**config.mk**
```make
export PLATFORM = sky130hd
export DESIGN_NAME = trig_angle_entry
export DESIGN_NICKNAME = d
export VERILOG_FILES = /design/src/rtl/trig_angle_entry.sv
export SDC_FILE = /design/constraint.sdc
export NUM_CORES = 1
export LEC_CHECK = 0
export ABC_AREA = 1
export CORE_AREA = 5 5 83 85
export DETAILED_ROUTE_END_ITERATION = 6
export DIE_AREA = 0 0 88 90
export GPL_TIMING_DRIVEN = 0
export PLACE_DENSITY = 0.74
export SLEW_MARGIN = 20
export SYNTH_ARGS = -nofsm -noshare
export SYNTH_HDL_FRONTEND = slang
export SYNTH_SLANG_ARGS = --single-unit
```
**constraint.sdc**
```tcl
create_clock -name clk -period 2.2 [get_ports clk]
set_clock_uncertainty 0.05 [all_clocks]
set_input_delay 0.33 -clock clk [delete_from_list [all_inputs] [get_ports clk]]
set_output_delay 0.33 -clock clk [all_outputs]
set_load 0.01 [all_outputs]
```
**src/rtl/trig_angle_entry.sv**
```systemverilog
//==============================================================================
// Module   : trig_angle_entry
// Brief    : Two-button angle entry (up/down) producing an 8-bit phase angle,
//            with synchronisers, per-key debounce and optional auto-repeat.
// Options  : define TRIG_ANGLE_REPEAT_EN to build the hold-to-auto-repeat path.
// Revision : 1.0 - initial release
//==============================================================================
`default_nettype none

module trig_angle_entry #(
    parameter int         DEBOUNCE_CYCLES = 500000,
    parameter int         REPEAT_DELAY    = 25000000,
    parameter int         REPEAT_PERIOD   = 5000000,
    parameter logic [7:0] RESET_ANGLE     = 8'h00
) (
    input  logic       clk,
    input  logic       rst_n,
    input  logic       key_up_n,
    input  logic       key_dn_n,
    output logic [7:0] angle_out,
    output logic       angle_step,
    output logic       repeat_active
);

    localparam int c_dbWidth = $clog2(DEBOUNCE_CYCLES + 1);
    localparam logic [c_dbWidth-1:0] c_dbMax = c_dbWidth'(DEBOUNCE_CYCLES);

    typedef enum logic [1:0] {
        S_IDLE   = 2'd0,
        S_HOLD   = 2'd1,
        S_REPEAT = 2'd2,
        S_LOCK   = 2'd3
    } state_t;

    // Bit 0 is the up key, bit 1 the down key.
    logic [1:0] w_keyRaw;
    logic [1:0] w_debPressed;
    logic [1:0] r_debPrev;
    logic [1:0] w_press;

    assign w_keyRaw = {key_dn_n, key_up_n};

    for (genvar i = 0; i < 2; i++) begin : g_key
        logic                 r_sync1;
        logic                 r_sync2;
        logic                 r_deb;
        logic [c_dbWidth-1:0] r_dbCnt;

        // The debounced level only follows the synchronised level after it
        // has disagreed for DEBOUNCE_CYCLES consecutive cycles.
        always_ff @(posedge clk or negedge rst_n) begin
            if (!rst_n) begin
                r_sync1 <= 1'b1;
                r_sync2 <= 1'b1;
                r_deb   <= 1'b0;
                r_dbCnt <= '0;
            end else begin
                r_sync1 <= w_keyRaw[i];
                r_sync2 <= r_sync1;
                if (~r_sync2 == r_deb) begin
                    r_dbCnt <= '0;
                end else if (r_dbCnt == c_dbMax) begin
                    r_deb   <= ~r_sync2;
                    r_dbCnt <= '0;
                end else begin
                    r_dbCnt <= r_dbCnt + 1'b1;
                end
            end
        end

        assign w_debPressed[i] = r_deb;
    end

    assign w_press = w_debPressed & ~r_debPrev;

    state_t     r_state;
    state_t     w_stateNext;
    logic       r_dir;          // 0 = up, 1 = down
    logic       w_dirNext;
    logic       w_step;
    logic       w_stepDn;
    logic       w_timerRst;
    logic       w_heldPressed;
    logic       w_otherPressed;
    logic [7:0] r_angle;
    logic       r_step;

    assign w_heldPressed  = r_dir ? w_debPressed[1] : w_debPressed[0];
    assign w_otherPressed = r_dir ? w_debPressed[0] : w_debPressed[1];

`ifdef TRIG_ANGLE_REPEAT_EN
    localparam int c_tmMax   = (REPEAT_DELAY > REPEAT_PERIOD) ? REPEAT_DELAY : REPEAT_PERIOD;
    localparam int c_tmWidth = $clog2(c_tmMax + 1);
    localparam logic [c_tmWidth-1:0] c_delayLast  = c_tmWidth'(REPEAT_DELAY - 1);
    localparam logic [c_tmWidth-1:0] c_periodLast = c_tmWidth'(REPEAT_PERIOD - 1);

    logic [c_tmWidth-1:0] r_timer;

    // Timer counts cycles since the most recent step while a key is held.
    always_ff @(posedge clk or negedge rst_n) begin
        if (!rst_n) begin
            r_timer <= '0;
        end else if (w_timerRst || (w_stateNext != S_HOLD && w_stateNext != S_REPEAT)) begin
            r_timer <= '0;
        end else begin
            r_timer <= r_timer + 1'b1;
        end
    end

    assign repeat_active = (r_state == S_REPEAT);
`else
    logic w_unusedRepeatCfg;
    assign w_unusedRepeatCfg = ^{REPEAT_DELAY, REPEAT_PERIOD};
    assign repeat_active     = 1'b0;
`endif

    always_ff @(posedge clk or negedge rst_n) begin
        if (!rst_n) begin
            r_state   <= S_IDLE;
            r_dir     <= 1'b0;
            r_debPrev <= 2'b00;
            r_angle   <= RESET_ANGLE;
            r_step    <= 1'b0;
        end else begin
            r_state   <= w_stateNext;
            r_dir     <= w_dirNext;
            r_debPrev <= w_debPressed;
            r_step    <= w_step;
            if (w_step) begin
                r_angle <= w_stepDn ? (r_angle - 8'd1) : (r_angle + 8'd1);
            end
        end
    end

    always_comb begin
        w_stateNext = r_state;
        w_dirNext   = r_dir;
        w_step      = 1'b0;
        w_stepDn    = r_dir;
        w_timerRst  = 1'b0;
        case (r_state)
            S_IDLE: begin
                if (w_press != 2'b00) begin
                    if (&w_debPressed) begin
                        w_stateNext = S_LOCK;
                    end else begin
                        w_step      = 1'b1;
                        w_stepDn    = w_press[1];
                        w_dirNext   = w_press[1];
                        w_timerRst  = 1'b1;
                        w_stateNext = S_HOLD;
                    end
                end
            end
            S_HOLD: begin
                if (!w_heldPressed) begin
                    w_stateNext = S_IDLE;
                end else if (w_otherPressed) begin
                    w_stateNext = S_LOCK;
                end
`ifdef TRIG_ANGLE_REPEAT_EN
                else if (r_timer == c_delayLast) begin
                    w_step      = 1'b1;
                    w_timerRst  = 1'b1;
                    w_stateNext = S_REPEAT;
                end
`endif
            end
`ifdef TRIG_ANGLE_REPEAT_EN
            S_REPEAT: begin
                // Release is checked first so a step due on the same cycle is dropped.
                if (!w_heldPressed) begin
                    w_stateNext = S_IDLE;
                end else if (w_otherPressed) begin
                    w_stateNext = S_LOCK;
                end else if (r_timer == c_periodLast) begin
                    w_step     = 1'b1;
                    w_timerRst = 1'b1;
                end
            end
`endif
            S_LOCK: begin
                if (w_debPressed == 2'b00) begin
                    w_stateNext = S_IDLE;
                end
            end
            default: w_stateNext = S_IDLE;
        endcase
    end

    assign angle_out  = r_angle;
    assign angle_step = r_step;

endmodule

`default_nettype wire

```
==> summary.txt, run 1 <==
CTS
  • Root buf cell: clkbuf_8
  • Worst-skew pair later-pin latency: 340 ps
  • Htree depth: 3
  • Clk sinks: 58
  • CTS tree: done
  • Worst-path clk slew: 70 ps
  • Cts bufs inserted: 9
  • Clock buffer depth: 2

Floorplanning
  • Chip height: 90 um
  • Initial cell density of the core: 51.76%
  • Die X-Extent: 88 um
  • Die area: 7920 um2
  • Core ar.: 6132 um2
  • Standard-cell row count: 29
  • # IOs: 14

STA
  • Min Hold Slack: 305.4 ps
  • F_max: 0.4587 GHz
  • Hold Vio Cnt, Final: 0
  • Setup TNS: 0 ps
  • # setup viols final: 0
  • Final cycle utilization of the critical path: between 90% and 100%
  • RSZ-0062 raised after global routing: true
  • Slew Limit Fails: 0
  • Final min period: 2180 ps

Logic synthesis
  • Post-synth EDFFs: 0
  • Post-Synthesis Cells: 388
  • Ys Warns: 0
  • Top_reg_cell synth: dfrtp_1
  • Async S/R FF share, synth: 100.0%
  • Distinct cells, synth: 36
  • Syn Nets: ~400
  • Register area share after synthesis: 45.88%
  • Synthesized area per cell: 8.181 um2
  • Post-synthesis cell area: approximately 3200 um2
  • Seq cells post-synth: 58

Drt
  • Router iterations before antenna repair: 5
  • Antenna violation net count after detailed routing: 0
  • DR DRC count: 0
  • DR vias: 2594
  • Drt wl/cell: 12.60 um
  • Initial DRC Count: 138
  • Via density: roughly 5.1
  • WL final: 6374 um

Power
  • Total power: 2.037 mW
  • P_sw: 464.1 uW
  • Reg power frac: 53.6%
  • Maximum vdd drop: 468.7 uV
  • Switching part of the total power: 22.78%
  • Cell Int Power: 1.573 mW
  • Clock share of power: 42.7%
  • P_leak: 1.722 nW
  • Pwr per Cell Area: ~530 nW/um2
  • Combinational power share: 3.6%

Critical path
  • Stages on the worst setup path: 15
  • Worst Path Buf+Inv: 2
  • RR Startpoint: g_key[1].r_deb
  • FF-to-FF End: angle_out[6]
  • Crit end category: flip-flop
  • Worst Reg2Reg Path Length in Cells: 15
  • CP required: 2390 ps
  • R2R Setup Slk: 20 ps
  • CP cell instances: buf_6, nand2_4, nand2_2, nand2_2, nand3_2, nand2_4, clkinv_8, fa_2, nand3_2, nand2_2, nand3_2, nand2_2, or2_4, nand3_2, nand2_1
  • Delay-heaviest family, CP: simple AND/OR/NAND/NOR gates
  • Worst Path Max Fanout: 8
  • Crit path kind: flip-flop to flip-flop
  • Critical path arrival: 2370 ps
  • Crit-path slowest cell: dfrtp_1
  • CP peak stage delay: 390 ps
  • Worst Setup Start Kind: flip-flop

Cells and area
  • Most frequent cells in the layout: nand2_1 (70), nor2_1 (58), dfrtp_1 (54)
  • Antenna cell count: 0
  • Area grow syn2layout: 22.07%
  • Layout cells sized above 1: 20.98%
  • Most common cell after layout, fill and taps aside: nand2_1
  • Design area: just under 4000 um2
  • Final Net Count: between 400 and 500
  • Final design utilization: 63.19%

Global routing
  • GRT Max-Usage Layer: met2
  • GRT overflow: 0
  • Initial antenna violation count: 0
  • Vias in the first global route: 2444
  • M2 GR Usage: 25.94%
  • Largest net degree at the start of global routing: 59
  • First-pass GRT wire length: roughly 11000 um
  • Met1 Use GR: 21.69%
  • Total Routing Usage GR: 16.66%
  • Grt met3 use: 3.473%

Placement
  • RD Place Congestion: roughly 0.87
  • Placed Area: roughly 3400 um2
  • I/O Buffers: 12
  • DPL Wire Length: 4123 um

Hold path
  • Start point of the worst hold path: g_key[1].r_sync1
  • Hold path depth: 0
  • Hold EP: g_key[1].r_sync2
  • Hold Path Class: flip-flop to flip-flop

Outcome
  • Outcome: complete, no violations

Flow run
  • Max-cap viol count: 0
flip-flops by register name, indices dropped and copies added (netlist names):
signal	count
r_debPrev	2
g_key.r_deb	2
g_key.r_sync2	2
g_key.r_dbCnt	38
r_dir	1
angle_step	1
g_key.r_sync1	2
angle_out	8
r_state	2
worst register-to-register path: stages, from the launching register on:
cell and delay [ps]:
dfrtp_1 390, buf_6 140, nand2_4 70, nand2_2 50, nand2_2 60, nand3_2 110, nand2_4 120, clkinv_8 100
fa_2 370, nand3_2 100, nand2_2 60, nand3_2 60, nand2_2 60, or2_4 230, nand3_2 50, nand2_1 40
worst max path at each step:
stage / startpoint / endpoint / slack [ps]
5_1_grt: g_key[1].r_deb / angle_out[7] / -80
3_3_place_gp: rst_n / angle_out[6] / -1070
3_5_place_dp: g_key[1].r_deb / angle_out[6] / -150
4_1_cts: g_key[0].r_deb / angle_out[6] / 7
6_report: g_key[1].r_deb / angle_out[6] / 20
2_1_floorplan: g_key[1].r_deb / angle_out[6] / 20
stage by stage:
| stage | cells | setup slack, ps |
|---|---|---|
| 3_3_place_gp | 477 | -1070 |
| 3_5_place_dp | 478 | -149.4 |
| 5_1_grt | 506 | -84.89 |
| 6_report | 506 | 20.10 |
| 4_1_cts | 497 | 6.601 |
| 2_1_floorplan | 388 | 20.04 |
Yosys cell counts (3+ instances only):
library cell / instances / area share [%]
xnor2_1: 10 / 2.8
ha_1: 10 / 3.9
o21ai_0: 6 / 0.95
xor2_1: 14 / 3.9
dfstp_2: 4 / 3.3
nor3_1: 12 / 1.9
nor2_2: 3 / 0.59
nand3_2: 3 / 0.95
nand3b_1: 3 / 0.71
dfrtp_1: 54 / 43
nand2_2: 4 / 0.79
nor3_2: 3 / 0.95
nand4_1: 11 / 2.2
nand2_1: 84 / 9.9
nor2_1: 61 / 7.2
or2_2: 3 / 0.59
nand3_1: 24 / 3.8
o21ai_1: 3 / 0.47
a21oi_1: 8 / 1.3
inv_1: 46 / 5.4
power by group through the flow:
stage	combinational [mW]	clock [mW]	sequential, mW
3_3_place_gp	0.0680	0	1.11
6_report	0.0736	0.871	1.09
3_5_place_dp	0.0746	0	1.11
5_1_grt	0.0878	0.937	1.09
4_1_cts	0.0763	0.889	1.09
2_1_floorplan	0.0338	0	1.11
repair_timing:
item	CTS	global route
gates cloned	0	0
hold endpoints to repair	54	0
hold buffers	1	0
gates resized for setup	11	32
endpoints found under the setup margin	4	4
setup buffers	2	9
pin swaps	3	17
cell type report:
class,instances,area [um2]
Clock buffer,13,158.9
Fill cell,490,2257
Multi-Input combinational cell,278,1679
Sequential cell,58,1456
Tap cell,77,96.34
Buffer,3,30.03
Inverter,49,201.4
Clock inverter,3,15.01
Timing Repair Buffer,25,237.7
per-layer routing:
layer,vias to the layer above,routed length (um),share of wire (%)
li1,1314,-,-
met1,1225,2998,47
met2,45,3079,48
met3,10,208,3.3
met4,0,87,1.4
met5,-,0,0
cell families (layout without fill, tap and decap cells):
family                   Yosys count  after routing  share of synthesized area, %
AND/OR/NAND/NOR                  216            216                         30.94
flip-flops                        58             58                         45.88
buffers and inverters             52             93                         6.701
AO/OA/AOI/OAI                     26             26                         5.164
XOR/XNOR                          24             24                         6.622
adder cells (fa/ha/maj)           11             11                         4.572
other                              1              1                        0.1181
Note: power is estimated with default switching activity, not from simulation.
==> run 2, diff against run 1 <==
--- a/config.mk
+++ b/config.mk
@@ -6,11 +6,13 @@
 export NUM_CORES = 1
 export LEC_CHECK = 0
 export ABC_AREA = 1
-export CORE_AREA = 5 5 83 85
+export CELL_PAD_IN_SITES_DETAIL_PLACEMENT = 2
+export CELL_PAD_IN_SITES_GLOBAL_PLACEMENT = 2
+export CORE_AREA = 5 5 105 107
 export DETAILED_ROUTE_END_ITERATION = 6
-export DIE_AREA = 0 0 88 90
+export DIE_AREA = 0 0 110 112
 export GPL_TIMING_DRIVEN = 0
-export PLACE_DENSITY = 0.74
+export PLACE_DENSITY_LB_ADDON = 0.1
 export SLEW_MARGIN = 20
 export SYNTH_ARGS = -nofsm -noshare
 export SYNTH_HDL_FRONTEND = slang
==> run 2 against run 1 <==
The run now ends with negative setup slack left. Critical path type unchanged. Utilization shrank 23 points. Non-clock buffer count grew 5. Sequential share of layout area shrank 1.8 points. First-iteration DRC count shrank 63%. Total power grew 8.2%. Final cell count grew 13%. Sequential power is essentially flat.
==> summary.txt, run 2 (same netlist as run 1, synthesis figures left out) <==
Cells and area
  • Antenna cell count: 0
  • Filler cells: ~1200
  • Area of the multi-input gates: about 1700 um2
  • Most common cell after layout, fill and taps aside: nand2_1
  • Design area: between 4000 and 5000 um2
  • Layout cells sized above 1: 23.96%
  • FF+latch area: 1456 um2
  • Area grow syn2layout: 28.22%
  • Largest register FFs: 38
  • Most frequent cells in the layout: nand2_1 (66), nor2_1 (57), dfrtp_1 (54)
  • Largest register by flop count: g_key.r_dbCnt
  • Final Net Count: 444

Drt
  • Via density: about 4.8
  • DR DRC count: 0
  • Antenna violation net count after detailed routing: 0
  • DR vias: 2719
  • Drt wl/cell: 16.02 um
  • WL final: between 9000 and 10000 um
  • Router iterations before antenna repair: 4
  • Initial DRC Count: 51

Critical path
  • CP peak stage delay: 390 ps
  • Worst Path Max Fanout: 8
  • Worst Setup Start Kind: flip-flop
  • Crit end category: flip-flop
  • Critical path arrival: 2460 ps
  • Crit-path slowest cell: dfrtp_1
  • Crit path kind: flip-flop to flip-flop
  • Delay-heaviest family, CP: simple AND/OR/NAND/NOR gates
  • Stages on the worst setup path: 14
  • R2R Setup Slk: -60 ps
  • CP required: between 2000 and 2500 ps
  • Worst Path Buf+Inv: 2
  • Worst Reg2Reg Path Length in Cells: 14
  • CP cell instances: inv_1, nand2_1, nand2_2, nand3_2, nand2_4, clkinv_8, fa_2, nand3_2, nand2_2, nand3_2, nand2_2, or2_4, nand3_2, nand2_2

Floorplanning
  • Standard-cell row count: 37
  • Initial cell density of the core: 31.60%
  • Chip height: between 100 and 150 um
  • Die area: 12320 um2
  • Core ar.: roughly 10000 um2
  • Die X-Extent: 110 um
  • # IOs: 14

Power
  • Total power: 2.205 mW
  • Maximum vdd drop: 274.4 uV
  • Pwr per Cell Area: 541.7 nW/um2
  • P_leak: 1.800 nW

Flow run
  • Max-cap viol count: 0

Placement
  • Pre-CTS WS: -272.2 ps
  • DPL Wire Length: between 6000 and 7000 um
  • RD Place Congestion: approximately 0.74
  • I/O Buffers: 12
  • Placed Area: roughly 3500 um2

Global routing
  • First-pass GRT wire length: roughly 14000 um
  • Vias in the first global route: around 3000
  • GRT overflow: 0
  • Largest net degree at the start of global routing: 33
  • Total Routing Usage GR: 15.18%
  • Initial antenna violation count: 0

CTS
  • Worst-path clk slew: 70 ps
  • Cts bufs inserted: 9
  • Root buf cell: clkbuf_8
  • Clock buffer depth: 2
  • Worst-skew pair later-pin latency: ~350 ps
  • CTS tree: done
  • Htree depth: 3
  • Clk sinks: 58

Hold path
  • Hold path depth: 0
  • Hold Path Class: flip-flop to flip-flop

Outcome
  • Outcome: finished with violations
  • Failing checks: negative setup slack

STA
  • Hold Vio Cnt, Final: 0
  • Setup TNS: -108.5 ps
  • F_max: 0.4421 GHz
  • Slew Limit Fails: 0
  • RSZ-0062 raised after global routing: true
  • Final setup margin: -62.16 ps
  • Min Hold Slack: 315.8 ps
  • # setup viols final: 3
  • Final cycle utilization of the critical path: 102.8%
  • Final min period: 2262 ps
run 2: power breakdown:
group / leakage [nW] / internal, mW / total [mW] / switching (mW)
Sequential: 0.792 / 1.08 / 1.09 / 0.0120
Combinational: 0.903 / 0.0247 / 0.0776 / 0.0529
Clock: 0.105 / 0.578 / 1.03 / 0.455
run 2: final timing paths:
| path | start | to |
|---|---|---|
| hold reg to reg | g_key[1].r_sync1 | g_key[1].r_sync2 |
| setup / recovery | r_dir | angle_out[6] |
| min in group asynchronous | rst_n | g_key[1].r_dbCnt[18] |
| setup reg to reg | r_dir | angle_out[6] |
| hold / removal | g_key[1].r_sync1 | g_key[1].r_sync2 |
| max in group asynchronous | rst_n | g_key[1].r_sync1 |
run 2: repair_timing:
action / in CTS / in global routing
setup buffers: 7 / 9
gates cloned: 0 / 0
hold buffers: 1 / 0
pin swaps: 5 / 24
hold endpoints to repair: 25 / 0
endpoints found under the setup margin: 4 / 3
gates resized for setup: 17 / 39
run 2: final cells by class:
cell class / count / share of cell area, %
multi-input cells: 278 / 42.76
flip-flops and latches: 58 / 35.78
repair buffers: 30 / 6.579
inverters: 49 / 4.949
well taps: 136 / 4.181
clock buffers: 11 / 3.720
clock inverters: 5 / 1.291
plain buffers: 3 / 0.7378
run 2: worst reg2reg max path, delay by kind of cell (launching register included):
| family | cells | cell delay (ps) |
|---|---|---|
| simple gates | 11 | 1040 |
| flops | 1 | 390 |
| fa+ha+maj | 1 | 390 |
| buf+inv | 2 | 260 |
run 2: layer usage:
metal	track usage [%]	vias up	wire, um
li1	-	1316	-
met1	18.36	1378	4011
met2	25.36	12	4815
met3	3.304	13	164
met4	6.983	0	142
met5	0	-	0
run 2: stage by stage:
stage | std cells | util (%)
floorplan | 388 | -
global placement | 536 | 34.61
detailed placement | 537 | 34.79
CTS | 561 | 38.39
global route | 570 | 40.52
finish | 570 | 40.52
